--- config.mk ---
export PLATFORM = sky130hd
export DESIGN_NAME = alu_req_arbiter
export DESIGN_NICKNAME = d
export VERILOG_FILES = /design/src/rtl/alu_arb_pkg.sv /design/src/rtl/alu_tag_delay.sv /design/src/rtl/alu_req_arbiter.sv
export SDC_FILE = /design/constraint.sdc
export NUM_CORES = 1
export LEC_CHECK = 0
export ABC_AREA = 1
export CAP_MARGIN = 20
export CORE_MARGIN = 2
export CORE_UTILIZATION = 39
export CTS_CLUSTER_SIZE = 10
export DETAILED_ROUTE_END_ITERATION = 10
export GPL_TIMING_DRIVEN = 0
export PLACE_DENSITY = 0.92
export SETUP_SLACK_MARGIN = 0.4
export SYNTH_ARGS = -nofsm -noshare
export SYNTH_HDL_FRONTEND = slang
export SYNTH_SLANG_ARGS = --single-unit
export TNS_END_PERCENT = 1
--- constraint.sdc ---
create_clock -name clk -period 1.8 [get_ports clk]
set_clock_uncertainty 0.15 [all_clocks]
set_input_delay 0.54 -clock clk [delete_from_list [all_inputs] [get_ports clk]]
set_output_delay 0.54 -clock clk [all_outputs]
set_load 0.05 [all_outputs]
--- src/rtl/alu_arb_pkg.sv ---
// Shared definitions for the two-requester ALU arbiter: widths, opcodes,
// requester IDs, the in-flight tag format and the round-robin pick.
package alu_arb_pkg;

  localparam int DATA_W = 8;
  localparam int OP_W   = 3;

  // Opcode encoding shared with the ALU; the arbiter only passes it through.
  localparam logic [OP_W-1:0] OP_ADD = 3'b000;
  localparam logic [OP_W-1:0] OP_SUB = 3'b001;
  localparam logic [OP_W-1:0] OP_AND = 3'b010;
  localparam logic [OP_W-1:0] OP_OR  = 3'b011;
  localparam logic [OP_W-1:0] OP_XOR = 3'b100;
  localparam logic [OP_W-1:0] OP_NOT = 3'b101;
  localparam logic [OP_W-1:0] OP_SHL = 3'b110;
  localparam logic [OP_W-1:0] OP_SHR = 3'b111;

  // Requester identifiers, also used as the value of the priority pointer.
  localparam logic REQ0 = 1'b0;
  localparam logic REQ1 = 1'b1;

  // One in-flight operation marker: the id is meaningful only when valid is set.
  typedef struct packed {
    logic valid;
    logic id;
  } tag_t;

  // Round-robin choice between two requesters. On a tie the requester that
  // was not granted last wins; a lone requester always wins.
  function automatic tag_t pick_grant(input logic v0, input logic v1,
                                      input logic last);
    tag_t g;
    g.valid = v0 | v1;
    if (v0 && v1) begin
      g.id = ~last;
    end else if (v1) begin
      g.id = REQ1;
    end else begin
      g.id = REQ0;
    end
    return g;
  endfunction

endpackage

--- src/rtl/alu_tag_delay.sv ---
// Fixed-depth shift register carrying {valid, id} for every cycle's issue
// slot, so the tag at the output lines up with the ALU result it describes.
module alu_tag_delay
  import alu_arb_pkg::*;
#(
  parameter int DEPTH = 3
) (
  input  logic clk,
  input  logic reset,
  input  tag_t tag_i,
  output tag_t tag_o,
  output logic any_valid_o
);

  tag_t stage_q [DEPTH];
  logic any_valid;

  // Shift one stage per cycle; only the valid bits are cleared by reset.
  always_ff @(posedge clk) begin
    // NOTE: registers are written with non-blocking assignments so every stage
    // samples its neighbour's old value; blocking here would collapse the chain.
    if (reset) begin
      // NOTE: the id bits are left unreset on purpose; they are ignored while
      // valid is low, so clearing them would only add reset fan-out.
      stage_q[0].valid <= 1'b0;
    end else begin
      stage_q[0] <= tag_i;
    end
    for (int i = 1; i < DEPTH; i++) begin
      if (reset) begin
        stage_q[i].valid <= 1'b0;
      end else begin
        stage_q[i] <= stage_q[i-1];
      end
    end
  end

  // OR of all valid bits: anything still travelling towards the ALU output.
  always_comb begin
    any_valid = 1'b0;
    for (int i = 0; i < DEPTH; i++) begin
      any_valid = any_valid | stage_q[i].valid;
    end
  end

  assign tag_o       = stage_q[DEPTH-1];
  assign any_valid_o = any_valid;

endmodule

--- src/rtl/alu_req_arbiter.sv ---
// Round-robin front end sharing one pipelined ALU between two requesters.
// Grants are combinational, the granted operation is registered into the
// ALU, and a tag delay line steers each result back to the requester that
// issued it after a fixed latency.
module alu_req_arbiter
  import alu_arb_pkg::*;
#(
  parameter int ALU_LATENCY = 2  // legal range 1..8
) (
  input  logic              clk,
  input  logic              reset,
  input  logic              req0_valid,
  input  logic [OP_W-1:0]   req0_op,
  input  logic [DATA_W-1:0] req0_a,
  input  logic [DATA_W-1:0] req0_b,
  output logic              req0_ready,
  input  logic              req1_valid,
  input  logic [OP_W-1:0]   req1_op,
  input  logic [DATA_W-1:0] req1_a,
  input  logic [DATA_W-1:0] req1_b,
  output logic              req1_ready,
  output logic              rsp0_valid,
  output logic [DATA_W-1:0] rsp0_data,
  output logic              rsp1_valid,
  output logic [DATA_W-1:0] rsp1_data,
  output logic [OP_W-1:0]   alu_op_code,
  output logic [DATA_W-1:0] alu_a,
  output logic [DATA_W-1:0] alu_b,
  input  logic [DATA_W-1:0] alu_result,
  output logic              busy
);

  // Tag line is one stage longer than the ALU so its output coincides with
  // alu_result for the operation it tags (the ALU input register adds one).
  localparam int TAG_DEPTH = ALU_LATENCY + 1;

  tag_t              gnt;
  logic              last_gnt_q, last_gnt_d;
  logic [OP_W-1:0]   alu_op_q, alu_op_d;
  logic [DATA_W-1:0] alu_a_q, alu_a_d;
  logic [DATA_W-1:0] alu_b_q, alu_b_d;
  tag_t              tag_in, tag_out;
  logic              tags_busy;
  logic              rsp0_valid_q, rsp0_valid_d;
  logic              rsp1_valid_q, rsp1_valid_d;
  logic [DATA_W-1:0] rsp0_data_q, rsp0_data_d;
  logic [DATA_W-1:0] rsp1_data_q, rsp1_data_d;

  // Combinational grant: at most one ready, none while reset is high.
  always_comb begin
    // NOTE: every output of this block gets a default first so no path can
    // leave a value unassigned and infer a latch.
    gnt        = '{valid: 1'b0, id: REQ0};
    req0_ready = 1'b0;
    req1_ready = 1'b0;
    if (!reset) begin
      gnt        = pick_grant(req0_valid, req1_valid, last_gnt_q);
      req0_ready = gnt.valid && (gnt.id == REQ0);
      req1_ready = gnt.valid && (gnt.id == REQ1);
    end
  end

  // Next issue slot: the granted operation, or an idle ADD 0,0 bubble.
  always_comb begin
    last_gnt_d = last_gnt_q;
    alu_op_d   = OP_ADD;
    alu_a_d    = '0;
    alu_b_d    = '0;
    tag_in     = gnt;
    if (gnt.valid) begin
      last_gnt_d = gnt.id;
      if (gnt.id == REQ0) begin
        alu_op_d = req0_op;
        alu_a_d  = req0_a;
        alu_b_d  = req0_b;
      end else begin
        alu_op_d = req1_op;
        alu_a_d  = req1_a;
        alu_b_d  = req1_b;
      end
    end
  end

  // Priority pointer and registered ALU drive.
  always_ff @(posedge clk) begin
    if (reset) begin
      last_gnt_q <= REQ1;
      alu_op_q   <= OP_ADD;
      alu_a_q    <= '0;
      alu_b_q    <= '0;
    end else begin
      last_gnt_q <= last_gnt_d;
      alu_op_q   <= alu_op_d;
      alu_a_q    <= alu_a_d;
      alu_b_q    <= alu_b_d;
    end
  end

  alu_tag_delay #(
    .DEPTH (TAG_DEPTH)
  ) u_tag_delay (
    .clk         (clk),
    .reset       (reset),
    .tag_i       (tag_in),
    .tag_o       (tag_out),
    .any_valid_o (tags_busy)
  );

  // Steer the ALU result to the tagged requester; the other port holds.
  always_comb begin
    rsp0_valid_d = tag_out.valid && (tag_out.id == REQ0);
    rsp1_valid_d = tag_out.valid && (tag_out.id == REQ1);
    rsp0_data_d  = rsp0_valid_d ? alu_result : rsp0_data_q;
    rsp1_data_d  = rsp1_valid_d ? alu_result : rsp1_data_q;
  end

  // Response registers: one-cycle valid pulse, data held between pulses.
  always_ff @(posedge clk) begin
    if (reset) begin
      rsp0_valid_q <= 1'b0;
      rsp1_valid_q <= 1'b0;
      rsp0_data_q  <= '0;
      rsp1_data_q  <= '0;
    end else begin
      rsp0_valid_q <= rsp0_valid_d;
      rsp1_valid_q <= rsp1_valid_d;
      rsp0_data_q  <= rsp0_data_d;
      rsp1_data_q  <= rsp1_data_d;
    end
  end

  assign alu_op_code = alu_op_q;
  assign alu_a       = alu_a_q;
  assign alu_b       = alu_b_q;
  assign rsp0_valid  = rsp0_valid_q;
  assign rsp1_valid  = rsp1_valid_q;
  assign rsp0_data   = rsp0_data_q;
  assign rsp1_data   = rsp1_data_q;
  assign busy        = tags_busy | rsp0_valid_q | rsp1_valid_q;

endmodule

==> flow_metrics.py, run 1 <==
metrics = {
    "synthesis": {
        "synth_nets": 268,
        "synth_fa_ha_area_share_pct": 0,
        "synthTopCellsByArea": "dfxtp_1 48%, nor2_1 12%, inv_1 9.9%, o21ai_0 9.4%, nand2_2 6.6%",
        "dominantRegCellSynth": "dfxtp_1",
        "synthMuxAreaShare_pct": 0,
        "ys_async_sr_fraction_pct": 0,
        "synth_top_family_by_area": "simple AND/OR/NAND/NOR gates",
        "netlist_top_cells_count": "56 x nor2_1, 45 x inv_1, 41 x dfxtp_1, 32 x o21ai_0, 18 x nand2_2",
        "avgSynthCellArea_sq_um": 7.85,
        "ys_types": 17,
        "synth_xor_area_share_pct": 0,
        "yosysMostFrequentCell": "nor2_1",
        "yosys_warnings": 0,
        "netlist_area_sq_um": 1710,
        "synth_compound_area_share_pct": 10.5,
        "synthCells": 218,
        "yosys.area.top_type": "dfxtp_1",
        "synth_edf_count": 3,
        "yosys_register_bits": 44,
        "yosys.area.top_type_share_pct": 48.0,
        "synth_simple_gate_area_share_pct": 22.5,
        "yosysSeqAreaShare_pct": 53.2,
    },
    "critical_path": {
        "worst_setup_path_start_kind": "flop",
        "r2r_setup_slack_ns": 0.54,
        "setup.worst_path.start": "last_gnt_q$_SDFFE_PP1P_",
        "endpoint_kind": "output port",
        "critPathKind": "flop to output port",
        "cp_max_fo": 3,
        "worstRegToRegCells": 6,
        "worstPathRequired_ns": 1.11,
        "rr_endpoint": "alu_a[4]$_SDFF_PP0_",
        "r2r_start": "last_gnt_q$_SDFFE_PP1P_",
        "crit_arrival_ns": 1.15,
    },
    "drt": {
        "ant_nets": 0,
        "vias": 1653,
        "drt-total-wl_microns": 4330,
        "dr.pass1.iters": 4,
        "drc": 0,
        "drtIter0Drc": 95,
        "post_drt_wl_per_cell_microns": 11.7,
        "viasPerCell": 4.46,
    },
    "floorplanning": {
        "std_cell_rows": 24,
        "die_y_microns": 70.3,
        "pin_count": 90,
        "start_util_pct": 39.9,
        "die-area_sq_um": 4940,
        "core-area_sq_um": 4290,
        "die_w_microns": 70.3,
    },
    "timing": {
        "setup_violations": 2,
        "fin_tns_setup_ns": -0.0564,
        "rsz0062_at_grt": "true",
        "relSlewSlack_pct": 80.4,
        "fmax_mhz": 543,
        "period_share_pct": 102,
        "tightest_slew_ns": 0.293,
        "timing_hold_violations_final": 0,
        "whs_ns": 0.272,
        "maxSlewViolCount": 0,
        "timing.final.ws_setup_ns": -0.0412,
        "layout_min_cycle_time_ns": 1.84,
    },
    "clock_tree": {
        "clock_sinks": 44,
        "clk_latency_ns": 0.29,
        "clockBufferDepth": 2,
        "cts.clk_slew.worst_paths_ns": 0.08,
        "cts_made_buffers": 5,
        "cts_root_buf": "clkbuf_8",
        "cts_tree": "done",
        "h-tree-depth": 2,
    },
    "placed_design": {
        "numPortBuffers": 89,
        "dp_slack_ns": -1.33,
        "gp_congestion": 0.842,
        "hpwl_microns": 3190,
    },
    "global_routing": {
        "use_met2_pct": 36.4,
        "grt_util_met1_pct": 21.0,
        "grt_use_total_pct": 20.0,
        "grt_pass1_vias": 1642,
        "grt.busiest_layer": "met2",
        "grt_start_max_net_pins": 15,
        "use_met3_pct": 8.37,
        "grt_pass1_wl_microns": 7610,
        "grt_antenna_before_repair": 0,
        "gr-total-overflow": 0,
    },
    "pwr": {
        "power.density_nw_per_um2": 728,
        "leakage_nw": 1.47,
        "power_w": 0.00225,
        "vdd_drop_max_v": 0.000404,
    },
    "worst_hold_path": {
        "worstHoldPathCells": 0,
        "hold_end": "u_tag_delay.stage_q[1][0]$_DFFE_PN_",
        "hp-start": "u_tag_delay.stage_q[0][0]$_DFFE_PN_",
        "hp-class": "flop to flop",
    },
    "final_layout": {
        "final_util_pct": 72.1,
        "fillers": 315,
        "area_delta_synth_final_pct": 80.8,
        "fin_nets": 368,
        "layout-drive-gt1-share_pct": 40.4,
        "antenna_cells": 0,
    },
    "outcome": {
        "status": "finished, violations left",
        "violations": "negative setup slack",
    },
    "job": {
        "drv_cap": 0,
    },
}
logic make-up after synthesis:
kind of cell           Yosys count
AND/OR/NAND/NOR                 85
flip-flops                      44
buffers and inverters           53
AO/OA/AOI/OAI                   36
worst max path at each step:
stage / to / slack (ns) / depth (start not counted)
5_1_grt: req0_ready / -0.08 / 5
3_5_place_dp: req0_ready / -1.33 / 6
2_1_floorplan: req1_ready / 0.05 / 4
6_report: req0_ready / -0.04 / 5
3_3_place_gp: req0_ready / -1.33 / 6
4_1_cts: req0_ready / -0.09 / 5
routing by layer:
layer / wire [microns] / part of all wire (%)
met1: 1580 / 36
met2: 2320 / 53
met3: 410 / 9.5
met5: 0 / 0
met4: 24 / 0.55
cell usage in the layout, fill, tap and decap left out, types with 2 or more instances in the layout:
| cell type | n |
|---|---|
| inv_1 | 42 |
| dfxtp_4 | 2 |
| clkbuf_8 | 5 |
| nor2_1 | 56 |
| clkinv_2 | 2 |
| o21ai_1 | 4 |
| dfxtp_1 | 3 |
| buf_6 | 5 |
| nand2_1 | 4 |
| buf_4 | 6 |
| o21ai_0 | 32 |
| dfxtp_2 | 36 |
| nand2_2 | 18 |
| inv_2 | 2 |
| edfxtp_1 | 3 |
| buf_2 | 2 |
| buf_8 | 40 |
| clkdlybuf4s50_1 | 46 |
layout make-up:
type                       instances  area [sq um]  share of cell area (%)
tap                               52          65.1                    2.10
clock buffer                       5          68.8                    2.22
timing repair buffer              93          1120                    36.2
inverter                          46           179                    5.78
buffer                             7          71.3                    2.30
clock inverter                     3          18.8                   0.606
sequential                        44           963                    31.1
multi-input combinational        121           608                    19.6
worst max-delay path, cell delays in order, from the launching register on:
cell	delay, ns
dfxtp_4	0.37
nand2_8	0.07
nand2_4	0.05
buf_6	0.11
and2_4	0.13
buf_8	0.14
sequential cells by signal (all words and copies together), names as in the netlist:
signal               count
alu_a                    8
last_gnt_q               1
alu_b                    8
rsp0_data                8
rsp1_data                8
u_tag_delay.stage_q      6
alu_op_code              3
rsp1_valid               1
rsp0_valid               1
power breakdown:
group,total [W],leakage (nW),switching (W),internal (W)
Clock,0.000596,0.0479,0.000325,0.000270
Combinational,0.000583,1.04,0.000300,0.000283
Sequential,0.00107,0.382,0.0000346,0.00104
stage by stage:
step                instances  cell area, sq um
floorplan                 218              1740
global placement          359              2700
detailed placement        359              2700
CTS                       370              3070
global route              371              3100
finish                    371              3100
timing repair:
action / 4_1_cts / 5_1_grt
gates resized for setup: 380 / 8
setup endpoints to repair: 81 / 47
buffers inserted: 3 / 1
pin swaps: 3 / 5
hold buffers: 0 / 0
Power figures use the tool's default switching activity.
==> run 2: changes to the inputs <==
Settings changed: CORE_ASPECT_RATIO set to 1.5, CORE_UTILIZATION 39 to 38, GPL_ROUTABILITY_DRIVEN set to 0, PLACE_DENSITY 0.92 to 0.9, SYNTH_HIERARCHICAL set to 1.
==> flow_metrics.py, run 2 <==
metrics = {
    "critical_path": {
        "worstPathRequired_ns": 1.11,
        "worst_setup_path_start_kind": "flop",
        "cp_max_fo": 2,
        "worstRegToRegCells": 4,
        "crit_arrival_ns": 1.24,
        "cp_cell_sequence": "nor2_2 > nand2_1 > or3_4 > buf_8",
        "critPathMaxStageDelay_ns": 0.33,
        "critPathKind": "flop to output port",
        "cp_slowest_cell": "dfxtp_2",
        "endpoint_kind": "output port",
    },
    "placed_design": {
        "hpwl_microns": 3120,
        "numPortBuffers": 89,
        "postPlaceCellArea_sq_um": 2660,
        "dp_slack_ns": -1.34,
    },
    "synthesis": {
        "yosys.area.top_type_share_pct": 49.1,
        "netlist_top_cells_count": "58 x nor2_1, 47 x inv_1, 41 x dfxtp_1, 35 x o21ai_0, 21 x nand2_1",
        "netlist_area_sq_um": 1670,
        "yosysMostFrequentCell": "nor2_1",
        "synthTopCellsByArea": "dfxtp_1 49%, nor2_1 13%, inv_1 11%, o21ai_0 10%, edfxtp_1 5.4%",
        "ys_types": 17,
        "yosys_register_bits": 44,
        "yosys_warnings": 6,
        "dominantRegCellSynth": "dfxtp_1",
        "synthCells": 222,
        "avgSynthCellArea_sq_um": 7.53,
        "synth_edf_count": 3,
        "yosysSeqAreaShare_pct": 54.5,
        "yosys.area.top_type": "dfxtp_1",
        "synth_nets": 272,
        "ys_async_sr_fraction_pct": 0,
    },
    "final_layout": {
        "layout_commonest_cell": "nor2_1",
        "antenna_cells": 0,
        "fin_nets": 372,
        "final_cell_area_sq_um": 3050,
        "layout-drive-gt1-share_pct": 35.6,
        "area_delta_synth_final_pct": 82.2,
        "final_cell_mix": "57 x nor2_1, 46 x clkdlybuf4s50_1, 44 x inv_1",
    },
    "clock_tree": {
        "cts_tree": "done",
        "h-tree-depth": 2,
        "cts_root_buf": "clkbuf_8",
        "cts_made_buffers": 5,
        "postCtsHoldBufs": 0,
        "clock_sinks": 44,
        "cts.clk_slew.worst_paths_ns": 0.08,
        "clockBufferDepth": 2,
        "clk_latency_ns": 0.29,
    },
    "drt": {
        "vias": 1694,
        "post_drt_wl_per_cell_microns": 11.8,
        "drtIter0Drc": 54,
        "ant_nets": 0,
        "drc": 0,
        "drt-total-wl_microns": 4370,
        "dr.pass1.iters": 4,
        "viasPerCell": 4.59,
    },
    "job": {
        "drv_cap": 0,
    },
    "timing": {
        "whs_ns": 0.273,
        "fmax_mhz": 517,
        "timing_hold_violations_final": 0,
        "timing.final.ws_setup_ns": -0.134,
        "period_share_pct": 107,
        "tightest_slew_ns": 0.492,
        "layout_min_cycle_time_ns": 1.93,
        "rsz0062_at_grt": "true",
        "maxSlewViolCount": 0,
        "relSlewSlack_pct": 67.3,
        "setup_violations": 4,
    },
    "pwr": {
        "power_w": 0.00222,
        "power.density_nw_per_um2": 729,
        "leakage_nw": 1.47,
        "p_int_w": 0.00160,
        "switching_share_pct": 27.9,
        "combPwrFrac_pct": 24.0,
        "clkPwrFrac_pct": 28.1,
        "vdd_drop_max_v": 0.000648,
        "p_sw_w": 0.000619,
        "pwr-share-seq_pct": 47.9,
    },
    "floorplanning": {
        "std_cell_rows": 29,
        "pin_count": 90,
        "die_y_microns": 85.2,
        "die-area_sq_um": 4960,
        "start_util_pct": 39.4,
        "die_w_microns": 58.2,
        "core-area_sq_um": 4250,
    },
    "global_routing": {
        "grt_pass1_wl_microns": 7190,
        "grt_start_max_net_pins": 14,
        "grt_use_total_pct": 19.1,
        "gr-total-overflow": 0,
        "grt_pass1_vias": 1610,
        "grt_antenna_before_repair": 0,
    },
    "outcome": {
        "status": "finished, violations left",
        "violations": "negative setup slack",
    },
    "worst_hold_path": {
        "hp-class": "flop to flop",
        "worstHoldPathCells": 2,
    },
}
run 2: cells by family after synthesis:
kind of cell / synth area share (%)
and+or+nand+nor: 21.0
buffers and inverters: 13.8
DFF: 54.5
AOI/OAI and AO/OA: 10.8
run 2: stage by stage:
step / TNS, ns / util (%) / std cells
after floorplan: 0 / - / 222
after global placement: -8.49 / 62.6 / 357
after detailed placement: -9.42 / 62.6 / 357
after CTS: -0.343 / 71.4 / 369
after global routing: -0.499 / 71.7 / 369
final: -0.265 / 71.7 / 369
run 2: worst paths after layout:
kind,slack [ns],endpoint,from
setup / recovery,-0.13,busy,u_tag_delay/stage_q[1][1]$_SDFF_PP0_
hold / removal,0.27,u_tag_delay/stage_q[1][1]$_SDFF_PP0_,u_tag_delay/stage_q[0][1]$_SDFF_PP0_
setup reg to reg,0.49,rsp0_data[0]$_SDFFE_PP0P_,u_tag_delay/stage_q[2][0]$_DFFE_PN_
hold reg to reg,0.27,u_tag_delay/stage_q[1][1]$_SDFF_PP0_,u_tag_delay/stage_q[0][1]$_SDFF_PP0_
run 2: area by class of cell:
cell class                 count  area, sq um
fill                         331         1200
timing repair buffer          93         1110
sequential                    44          962
multi-input combinational    123          572
inverter                      48          186
clock buffer                   6         82.6
buffer                         7         60.1
tap                           46         57.6
clock inverter                 2         10.0
run 2: power groups by stage:
| stage | sequential, W | combinational [W] | clock, W |
|---|---|---|---|
| after floorplan | 0.00119 | 0.000138 | 0 |
| after global placement | 0.00106 | 0.000469 | 0 |
| after detailed placement | 0.00107 | 0.000476 | 0 |
| after CTS | 0.00106 | 0.000530 | 0.000638 |
| after global routing | 0.00107 | 0.000569 | 0.000693 |
| final | 0.00106 | 0.000533 | 0.000624 |
run 2: per-layer routing:
layer / GRT usage, % / part of all wire [%]
met1: 18.6 / 33
met2: 37.1 / 59
met3: 5.79 / 7.1
met4: 5.29 / 1.0
met5: 0 / 0
run 2: worst max-delay path: cells and delay by family (launching register included):
kind                   cells  cell delay (ns)
DFF                        1             0.33
buffers and inverters      1             0.16
and+or+nand+nor            3             0.47
run 2: timing repair:
item | in CTS | in global routing
setup buffers | 4 | 0
pin swaps | 4 | 4
setup endpoints to repair | 81 | 50
gates resized for setup | 373 | 6
==> run 3: changes to the inputs <==
Settings changed: CORE_MARGIN 2 to unset.
==> flow_metrics.py, run 3 (synthesis gave the netlist of run 2 again) <==
metrics = {
    "critical_path": {
        "r2r_start": "last_gnt_q$_SDFFE_PP1P_",
        "critPathKind": "flop to output port",
        "endpoint_kind": "output port",
        "worst_setup_path_start_kind": "flop",
        "worstPathRequired_ns": 1.11,
        "worstRegToRegCells": 5,
        "crit_arrival_ns": 1.26,
        "cp_max_fo": 2,
        "rr_endpoint": "u_tag_delay/stage_q[0][0]$_DFFE_PN_",
        "r2r_setup_slack_ns": 0.56,
        "setup.worst_path.start": "u_tag_delay/stage_q[2][1]$_SDFF_PP0_",
    },
    "worst_hold_path": {
        "hp-class": "flop to flop",
        "worstHoldPathCells": 0,
        "hp-start": "u_tag_delay/stage_q[0][0]$_DFFE_PN_",
        "hold_end": "u_tag_delay/stage_q[1][0]$_DFFE_PN_",
    },
    "drt": {
        "vias": 1631,
        "drc": 0,
        "drtIter0Drc": 25,
        "drt-total-wl_microns": 4100,
        "post_drt_wl_per_cell_microns": 11.1,
        "dr.pass1.iters": 4,
        "viasPerCell": 4.43,
        "ant_nets": 0,
    },
    "clock_tree": {
        "cts_root_buf": "clkbuf_8",
        "clockBufferDepth": 2,
        "h-tree-depth": 2,
        "clk_latency_ns": 0.29,
        "postCtsHoldBufs": 0,
        "cts_made_buffers": 5,
        "cts.clk_slew.worst_paths_ns": 0.08,
        "clock_sinks": 44,
        "cts_tree": "done",
    },
    "timing": {
        "fmax_mhz": 513,
        "timing.final.ws_setup_ns": -0.150,
        "timing_hold_violations_final": 0,
        "whs_ns": 0.277,
        "maxSlewViolCount": 0,
        "relSlewSlack_pct": 67.8,
        "period_share_pct": 108,
        "layout_min_cycle_time_ns": 1.95,
        "setup_violations": 4,
        "tightest_slew_ns": 0.485,
        "rsz0062_at_grt": "true",
        "fin_tns_setup_ns": -0.317,
    },
    "final_layout": {
        "fin_nets": 371,
        "layout_commonest_cell": "nor2_1",
        "antenna_cells": 0,
        "final_cell_mix": "57 x nor2_1, 46 x inv_1, 46 x clkdlybuf4s50_1",
        "final_cell_area_sq_um": 3050,
        "layout-drive-gt1-share_pct": 34.8,
        "area_delta_synth_final_pct": 82.7,
    },
    "global_routing": {
        "gr-total-overflow": 0,
        "grt_antenna_before_repair": 0,
        "grt_use_total_pct": 19.0,
        "grt_pass1_vias": 1664,
        "grt_pass1_wl_microns": 7040,
        "grt_start_max_net_pins": 14,
    },
    "floorplanning": {
        "pin_count": 90,
        "die-area_sq_um": 4670,
        "start_util_pct": 39.7,
        "die_y_microns": 83.2,
        "std_cell_rows": 29,
        "die_w_microns": 56.2,
        "core-area_sq_um": 4210,
    },
    "pwr": {
        "vdd_drop_max_v": 0.000739,
        "leakage_nw": 1.48,
        "power.density_nw_per_um2": 757,
    },
    "placed_design": {
        "hpwl_microns": 3030,
        "postPlaceCellArea_sq_um": 2660,
        "numPortBuffers": 89,
    },
    "outcome": {
        "status": "finished, violations left",
        "violations": "negative setup slack",
    },
    "job": {
        "drv_cap": 0,
    },
}
[run 3: changes by cell type in the layout (fill, tap and decap cells not counted), sizes merged]
cell,previous run,this run
buf,52,51
bufinv,0,1
clkinv,2,1
[run 3: power breakdown]
group          internal (W)  switching, W  total (W)  leakage, nW
combinational      0.000259      0.000269   0.000528         1.04
clock              0.000412      0.000310   0.000722       0.0552
sequential          0.00103     0.0000294    0.00106        0.381
total               0.00170      0.000608    0.00231         1.48
[run 3: metal layers]
layer / up-vias / wire length, microns / global-route usage [%]
met4: 0 / 63 / 5.76
met2: 64 / 2310 / 36.3
met5: - / 0 / 0
met1: 706 / 1420 / 18.2
li1: 854 / - / -
met3: 7 / 303 / 7.01
[run 3: worst max path at each step]
stage,to,slack [ns]
after floorplan,req1_ready,0.06
after global placement,req1_ready,-1.32
after detailed placement,req0_ready,-1.33
after CTS,busy,-0.16
after global routing,busy,-0.19
final,busy,-0.15
[run 3: repair_timing]
action,in CTS,in global routing
resized for setup,373,4
setup buffers,3,0
setup endpoints to repair,81,48
endpoints found under the hold margin,0,0
pin swaps,4,2
[run 3: area by class of cell]
cell class,count,area (sq um)
fillers,299,1150
repair buffers,92,1100
flip-flops and latches,44,961
multi-input cells,123,577
inverters,48,186
clock buffers,6,72.6
plain buffers,7,60.1
well taps,46,57.6
clock inverters,2,35.0
[run 3: through the flow]
| stage | setup slack (ns) | utilization, % | total power, W | cells |
|---|---|---|---|---|
| final | -0.150 | 72.6 | 0.00231 | 368 |
| after global routing | -0.192 | 72.6 | 0.00243 | 368 |
| after CTS | -0.157 | 72.3 | 0.00234 | 368 |
| after detailed placement | -1.33 | 63.1 | 0.00154 | 357 |
| after global placement | -1.32 | 63.1 | 0.00153 | 357 |
| after floorplan | 0.0561 | - | 0.00133 | 222 |
[run 3: critical path, cell delays in order, from the launching register on]
cell and delay (ns):
dfxtp_2 0.33, nor2_2 0.10, nand2_1 0.06, or3_4 0.33, buf_8 0.16
==> edit (settings of run 2) <==
`OP_W`: 3 -> 6.
--- a/src/rtl/alu_arb_pkg.sv
+++ b/src/rtl/alu_arb_pkg.sv
@@ -4,5 +4,5 @@
 
   localparam int DATA_W = 8;
-  localparam int OP_W   = 3;
+  localparam int OP_W   = 6;
 
   // Opcode encoding shared with the ALU; the arbiter only passes it through.
Ports: changed (resized alu_op_code, req0_op and req1_op); port bits go from 90 to 99. No check against the original RTL was run, so the function may have changed too.
==> edit against run 2 <==
- the flow still finishes with violations (negative setup slack)
- setup slack got worse by 0.037 ns
- synthesized cell count increased by 8.6%
- design area up 8.3%
- die area grew 6.5%
- worst hold slack improved by 0.0062 ns
- sequential cell count is 3 higher
- sequential share of layout area shrank 0.51 points
- routed wire length up 12%
- cell count grew 12%
- total power grew 10%
- area after synthesis grew 7.0%
- combinational power rose by 16%
- maximum frequency decreased by 1.9%
==> edit: results (changes against run 2) <==
[run_status]
violations = negative setup slack
status = finished, violations left

[pwr]
p_sw_uw = 698  ; +13%
p_comb_share_pct = 25.2  ; +1.2 points
pwr.group.clock_uw = 692  ; +11%
power_leakage_uw = 0.00155  ; +5.3%
ir_drop_uv = 590  ; -9.1%

[placed_design]
placed_cells = 403  ; +13%

[clock_tree]
cts.sinks = 47  ; +6.8%

[timing]
relSlewSlack_pct = 67.8  ; +0.52 points
setup-violations-final = 4  ; unchanged
setup_slack_ns = -0.172  ; -0.0373 ns

[layout]
final-nonclk-buf-share_pct = 39.0  ; +0.43 points
final_nets = 405  ; +8.9%
seq_area_share_pct = 31.1  ; -0.51 points
fillers = 318  ; -3.9%
inverters = 32  ; -33%
clkbuf_count = 7  ; +1
drive_gt1_share_pct = 33.1  ; -2.5 points
multi_input_gates = 155  ; +26%

[global_route]
grt_pass1_wl_um = 8160  ; +13%

[route]
met3WireLength_um = 294  ; -5.2%
drtIter0Drc = 57  ; +5.6%
wl_met2_um = 2850  ; +11%
wire_per_inst_um = 11.9  ; +0.10%

[logic_synthesis]
syn_nets = 297  ; +9.2%
synth_compound_area_share_pct = 4.76  ; -6.0 points
synth.distinct_cells = 15  ; -2

[setup_path]
worst_path_max_delay_cell = or3_1
cp_data_arrival_time_ns = 1.28  ; +0.04 ns
critPathMaxStageDelay_ns = 0.35  ; +0.02 ns

[floorplan]
die_width_um = 60.0  ; +3.2%

-- edit: cell count changes in the layout (fill, tap and decap cells not counted), sizes merged, moves of 2 or more --
cell,delta
dfxtp,+3
o21ai,-19
buf,+2
inv,-16
nor2,+26
nand2,+26
clkinv,-2
clkdlybuf4s50,+6
-- edit: final timing paths --
kind	endpoint	from	cells after the start
worst max-delay path	busy	u_tag_delay/stage_q[1][1]	4
worst min-delay path	u_tag_delay/stage_q[2][0]	u_tag_delay/stage_q[1][0]	0
worst max register to register	alu_a[0]	last_gnt_q	7
worst min register to register	u_tag_delay/stage_q[2][0]	u_tag_delay/stage_q[1][0]	0
-- edit: metrics by stage --
stage	hold slack, ns	util (%)
after floorplan	0.250	-
after global placement	0.253	64.0
after detailed placement	0.259	64.0
after CTS	0.280	72.5
after global routing	0.284	72.6
final	0.279	72.6
-- edit: routing by layer --
metal | GRT usage, % | up-vias
li1 | - | 925
met1 | 20.4 | 791
met2 | 39.0 | 77
met3 | 4.87 | 9
met4 | 9.90 | 0
met5 | 0 | -
